==> config.mk <==
export PLATFORM = sky130hd
export DESIGN_NAME = bnn_result_reader
export DESIGN_NICKNAME = d
export VERILOG_FILES = /design/src/rtl/bnn_result_reader.sv
export SDC_FILE = /design/constraint.sdc
export NUM_CORES = 1
export LEC_CHECK = 0
export ABC_AREA = 1
export ABC_CLOCK_PERIOD_IN_PS = 2400
export BUFFER_PORTS_ARGS = -buffer_cell sky130_fd_sc_hd__buf_2
export CAP_MARGIN = 20
export CORE_MARGIN = 5
export CORE_UTILIZATION = 25
export CTS_CLUSTER_DIAMETER = 50
export DETAILED_ROUTE_END_ITERATION = 8
export GPL_ROUTABILITY_DRIVEN = 0
export SYNTH_ARGS = -nofsm -noshare
export SYNTH_HDL_FRONTEND = slang
export SYNTH_SLANG_ARGS = --single-unit
==> constraint.sdc <==
create_clock -name clk_i -period 2.4 [get_ports clk_i]
set_input_delay 0.36 -clock clk_i [delete_from_list [all_inputs] [get_ports clk_i]]
set_output_delay 0.36 -clock clk_i [all_outputs]
set_load 0.03 [all_outputs]
==> src/rtl/bnn_result_reader.sv <==
// Waits for the combinational BNN output to settle, captures the class scores,
// finds the winning class and streams {class, scores} as a ready/valid byte frame.
module bnn_result_reader #(
    parameter int N_CLASSES     = 10,
    parameter int SCORE_W       = 7,
    parameter int SETTLE_CYCLES = 2
) (
    input  logic                              clk_i,
    input  logic                              rst_ni,
    input  logic                              start_i,
    input  logic [N_CLASSES-1:0][SCORE_W-1:0] layer_i,
    output logic                              busy_o,
    output logic [3:0]                        class_o,
    output logic                              class_valid_o,
    output logic [7:0]                        tx_data_o,
    output logic                              tx_valid_o,
    input  logic                              tx_ready_i,
    output logic                              tx_last_o,
    output logic                              done_o
);

    localparam int IDX_W = $clog2(N_CLASSES + 1);

    typedef enum logic [2:0] {
        IDLE,
        SETTLE,
        CAPTURE,
        SCAN,
        SEND,
        DONE
    } state_t;

    state_t state, next_state;

    logic [3:0]                        settle_cnt;
    logic [IDX_W-1:0]                  cnt;
    logic [N_CLASSES-1:0][SCORE_W-1:0] scores;
    logic [SCORE_W-1:0]                best;
    logic [3:0]                        best_idx;
    logic [3:0]                        class_q;
    logic                              class_valid_q;
    logic                              cnt_at_end;

    // cnt doubles as the scan index and the frame byte index; both end at N_CLASSES
    assign cnt_at_end = (cnt == IDX_W'(N_CLASSES));

    always_ff @(posedge clk_i) begin
        if (!rst_ni) begin
            state <= IDLE;
        end else begin
            state <= next_state;
        end
    end

    always_comb begin
        next_state = state;
        case (state)
            IDLE:    if (start_i) next_state = SETTLE;
            SETTLE:  if (settle_cnt == 4'd1) next_state = CAPTURE;
            CAPTURE: next_state = SCAN;
            SCAN:    if (cnt_at_end) next_state = SEND;
            SEND:    if (tx_ready_i && cnt_at_end) next_state = DONE;
            DONE:    next_state = IDLE;
            default: next_state = IDLE;
        endcase
    end

    always_ff @(posedge clk_i) begin
        if (!rst_ni) begin
            settle_cnt    <= '0;
            cnt           <= '0;
            class_q       <= '0;
            class_valid_q <= 1'b0;
        end else begin
            case (state)
                IDLE: begin
                    if (start_i) settle_cnt <= 4'(SETTLE_CYCLES);
                end
                SETTLE: settle_cnt <= settle_cnt - 4'd1;
                CAPTURE: begin
                    cnt           <= '0;
                    class_valid_q <= 1'b0;
                end
                SCAN: begin
                    // the extra cycle after the last compare commits the winner
                    if (cnt_at_end) begin
                        class_q       <= best_idx;
                        class_valid_q <= 1'b1;
                        cnt           <= '0;
                    end else begin
                        cnt <= cnt + IDX_W'(1);
                    end
                end
                SEND: begin
                    if (tx_ready_i) cnt <= cnt + IDX_W'(1);
                end
                default: ;
            endcase
        end
    end

    // Datapath registers carry no reset; they are always rewritten in CAPTURE
    always_ff @(posedge clk_i) begin
        if (state == CAPTURE) begin
            scores   <= layer_i;
            best     <= '0;
            best_idx <= '0;
        end else if (state == SCAN && !cnt_at_end) begin
            if (scores[cnt] > best) begin
                best     <= scores[cnt];
                best_idx <= 4'(cnt);
            end
        end
    end

    always_comb begin
        busy_o        = (state != IDLE);
        tx_valid_o    = (state == SEND);
        tx_last_o     = (state == SEND) && cnt_at_end;
        done_o        = (state == DONE);
        class_o       = class_q;
        class_valid_o = class_valid_q;
        tx_data_o     = 8'd0;
        if (state == SEND) begin
            if (cnt == '0) tx_data_o = {4'b0000, class_q};
            else           tx_data_o = 8'(scores[cnt - IDX_W'(1)]);
        end
    end

endmodule

## Word-level counts from Yosys, hierarchy flattened

Index checks and enable logic that the tools add are counted.

| word-level totals | value |
|---|---|
| register bits | 97 |
| bits of input ports | 74 |

| cells by class | value |
|---|---|
| $add $sub $neg | 3 |
| $lt $le $gt $ge | 3 |
| eq/ne operators | 12 |
| muxes and demuxes | 18 |
| reductions and logical operators | 16 |

Operator list:

| operator | number |
|---|---|
| binary-select mux 7 bit (select 4 bit) | 2 |
| two-way mux 7 bit | 4 |
| case mux 3 bit (5 select lines) | 1 |
| two-way mux 3 bit | 4 |
| two-way mux 4 bit | 3 |
| case mux 4 bit (3 select lines) | 1 |
| < comparator 4 x 5 -> 1 bit (second input constant) | 2 |
| AND reduction 2 bit | 5 |
| case mux 4 bit (2 select lines) | 1 |
| subtractor 4 x 1 -> 4 bit (second input constant) | 2 |
| greater-than comparator 7 bit | 1 |
| equality test 3 x 2 -> 1 bit (second input constant) | 2 |
| equality test 3 bit (second input constant) | 2 |
| != test 2 bit (second input constant) | 3 |
| nonzero test 3 bit | 2 |
| adder 4 x 1 -> 4 bit (second input constant) | 1 |
| equality test 4 x 1 -> 1 bit (second input constant) | 1 |
| equality test 4 bit (second input constant) | 1 |
| logical NOT 4 bit | 1 |
| != test 2 x 1 -> 1 bit (second input constant) | 2 |
| AND reduction 4 bit | 1 |
| nonzero test 2 bit | 2 |
| equality test 3 x 1 -> 1 bit (second input constant) | 1 |
| logical AND 1 bit | 3 |
| 4 further kinds | 4 |

## Logic depth before layout (Yosys ltp)

| depth | value |
|---|---|
| word-level depth | 5 |
| gate-level depth with buffers | 19 |
| gate-level depth less buffers | 17 |

## Least setup slack after synthesis

Ideal clock, no wire load.

| timing path | value |
|---|---|
| kind | flip-flop to output port |
| from | reg cnt[1] |
| to | out tx_data_o[5] |
| arrival | 2373 ps |
| path slack | -333 ps |
| cell stages (with the launch flop) | 13 |
| path buffers | 5 |
| path through | dfxtp_1 -> buf_2 -> inv_2 -> buf_2 -> buf_4 -> ha_1 -> buf_2 -> inv_1 -> buf_2 -> o211ai_1 -> nand3_1 -> nand3_1 -> a21oi_1 |

| on the way | value |
|---|---|
| cells in the longest elaborated chain, start to end | 5 |
| elaborated cells on any way between the ends | 6 |

RTL lines:

| item | RTL line | source |
|---|---|---|
| from (decl) | 36 | `logic [IDX_W-1:0] cnt;` |
| from (signal assigned) | 91 | `cnt <= cnt + IDX_W'(1);` |
| from (signal assigned) | 95 | `if (tx_ready_i) cnt <= cnt + IDX_W'(1);` |
| subtractor 4 x 1 -> 4 bit | 126 | `else tx_data_o = 8'(scores[cnt - IDX_W'(1)]);` |
| binary-select mux 7 bit (select 4 bit) | 126 |  |
| two-way mux 7 bit (implied by the code) | 126 |  |
| two-way mux 7 bit * | 125 | `if (cnt == '0) tx_data_o = {4'b0000, class_q};` |
| two-way mux 7 bit * | 124 | `if (state == SEND) begin` |
| to (decl) | 15 | `output logic [7:0] tx_data_o,` |

Every way passes the cells marked *; elsewhere a longest branch is shown, timed or not. The select of a mux whose other input is x is not followed.

## Worst setup path after layout

| timing path | value |
|---|---|
| from | reg cnt[0] |
| to | out tx_data_o[6] |

The elaborated chain is that of the path after synthesis.

==> run summary <==
Mapped Cells -> 643
Worst R2R Setup Slack -> 160 ps
post-layout minimum cycle time -> 2370 ps
die area -> 23500 um^2
crit path buf inv count -> 4
RSZ-0062 raised after global routing -> true
Area Growth Syn to Fin -> 34.3%
TritonCTS clock tree -> yes
Clock Latency Late Sink -> 350 ps
total number of vias -> 4457
Post-synth ARST share -> 0
CORE AREA -> 20200 um^2
Worst Setup Start Kind -> flip-flop
buffers added on ports -> 89
Yosys reg bits -> 97
FP Rows -> 52
cell area after synthesis -> 5130 um^2
Worst R2R Path Depth -> 12
H-tree Lvls -> 3
DRT antenna net count -> 0
PwrDens -> 828 nW/um^2
synth warn -> 0
Switching Share -> 0.336
initial core utilization -> 0.253
vias in the first global route -> 4298
Root Driver -> clkbuf_16
Inserted Clock Buffers -> 9
Final Hold Fails -> 0
Clock Pin Slew Worst Setup and Hold Paths -> 70 ps
Top FF cell, synth -> edfxtp_1
Final Skew -> 11.5 ps
Crit Reg-Reg Endpoint -> best[3]
Pint -> 3790 uW
cell leakage power -> 0.00301 uW
multi-input logic area -> 2380 um^2
most common cell after layout, fill and taps aside -> nand2_1
Unique masters post-synth -> 33
maximum VDD drop -> 0.000487 V
Sequential cell area -> 2650 um^2
drt total wl -> 14.3 mm
combinational fraction of design power -> 0.305
largest net degree at the start of global routing -> 73
number of flops mapped to enable cells by yosys -> 70
CTS Buffer Depth -> 2
Setup-failing EPs final -> 0
syn nets -> 729
HP Start -> layer_i[51]
ANT cells -> 0
r2r startpoint -> cnt[0]
Clock power frac -> 0.262
CP required -> 2040 ps
TritonCTS Sinks -> 97
CP Cell Sequence -> inv_8 > ha_4 > inv_8 > nor2_4 > inv_2 > o21ai_2 > nand2_1 > nor2_2 > buf_6
crit end category -> primary output
setup TNS -> 0 ps
Crit-path slowest cell -> dfxtp_4
Worst Setup SP -> cnt[0]
final instance area -> 6880 um^2
NetSw -> 1910 uW
Top cell by count, worst path -> inv_8
Critical Path Sink -> tx_data_o[6]
initial antenna violation count -> 0
sequential-to-total area share from yosys stat -> 0.515
Slew Viols, Final -> 0
crit path DAT -> 2010 ps
placed cell areas -> 6130 um^2
Top Family by Delay on Critical Path -> simple AND/OR/NAND/NOR gates
hpwl dp -> 10.1 mm
Levels on crit path -> 9
most frequent cells in the layout -> nand2_1, buf_2, edfxtp_1
global route overflow -> 0
drc violations -> 0
Max-Cap Viols -> 0
Die H -> 153 um
Nets -> 841
hold-fix buffers at CTS -> 0
Tot GR Track Use -> 0.117
Fmax achieved -> 0.422 GHz
Layout fillers -> 2056
Ports -> 91
worst hold path class -> in2reg
Reg power frac -> 0.433
DR vias/cell -> 4.33
fraction of the cycle the final worst path needs -> 0.987
status -> finished clean
WL/cell -> 13.9 um
share of layout cells above drive strength 1 -> 0.288
worst-path maximum fanout -> 14
global-route wire length before repair -> 21.8 mm
worst setup path class -> reg2out
mean area per synthesized cell -> 7.97 um^2
Pre-antenna DRT Iters -> 5
DR iter-0 viols -> 320
die width -> 153 um
max incr delay on CP -> 410 ps
power groups by stage:
stage | registers (uW) | logic (uW) | clock network [uW]
floorplan | 2430 | 1090 | 0
global placement | 2490 | 1510 | 0
detailed placement | 2500 | 1530 | 0
CTS | 2460 | 1560 | 1530
global route | 2510 | 1980 | 1600
finish | 2470 | 1740 | 1500
state kept, by name, indices dropped and copies added, names as in the netlist:
signal	flops
scores	70
best	7
class_o	4
cnt	4
state	3
settle_cnt	4
best_idx	4
class_valid_o	1
metal layers:
metal	track usage	share of wire
met1	0.150	0.45
met2	0.188	0.47
met5	0	0
met3	0.0226	0.048
met4	0.0585	0.033
synth_stat cells (all sizes together) (2+ instances only):
library cell | n | area share
nor3 | 7 | 0.010
inv | 66 | 0.048
ha | 12 | 0.029
o211ai | 3 | 0.0044
clkbuf | 9 | 0.0066
nand3 | 64 | 0.064
mux2i | 2 | 0.0039
a21oi | 24 | 0.026
buf | 17 | 0.019
o21ai | 47 | 0.046
or2 | 3 | 0.0037
nor2 | 68 | 0.051
dfxtp | 27 | 0.11
edfxtp | 70 | 0.41
nand2 | 219 | 0.17
through the flow:
step                hold WS [ps]  setup WS, ps  std cells  total power [uW]  utilization
floorplan                    440         -13.8        643              3520            -
global placement             459          6.43       1003              4010        0.303
detailed placement           460          1.77       1003              4030        0.303
CTS                          163         -1.12       1022              5550        0.323
global route                 166         -88.0       1030              6090        0.340
finish                       177          30.2       1030              5700        0.340
how the worst min path moves through the flow:
stage | end | slack, ps | cells after the start
global route | scores[4] | 170 | 1
detailed placement | class_valid_o | 460 | 2
floorplan | best_idx[0] | 440 | 2
finish | scores[51] | 180 | 1
global placement | class_valid_o | 460 | 2
CTS | scores[51] | 160 | 1
kinds of logic (layout without fill, tap and decap cells):
kind of cell / Yosys count / count (layout) / share of synthesized area
xor gates and xnor gates: 1 / 1 / 0.00171
DFF: 97 / 97 / 0.516
other: 1 / 1 / 0.000732
muxes: 2 / 2 / 0.00391
adders and majority gates: 12 / 12 / 0.0293
AOI/OAI and AO/OA: 75 / 75 / 0.0771
and+or+nand+nor: 363 / 364 / 0.298
buffers and inverters: 92 / 208 / 0.0740
area by class of cell:
cell class | instances | share of cell area
Clock buffer | 14 | 0.0431
Multi-Input combinational cell | 455 | 0.345
Tap cell | 270 | 0.0491
Inverter | 66 | 0.0409
Timing Repair Buffer | 126 | 0.134
Clock inverter | 2 | 0.00218
Sequential cell | 97 | 0.385
what timing repair did:
action	CTS	global route
gates cloned	0	4
pin swaps	6	25
buffers inserted	3	4
endpoints found under the setup margin	18	18
resized for setup	25	66
endpoints found under the hold margin	0	0
No activity file was read; power rests on OpenSTA's default activity.
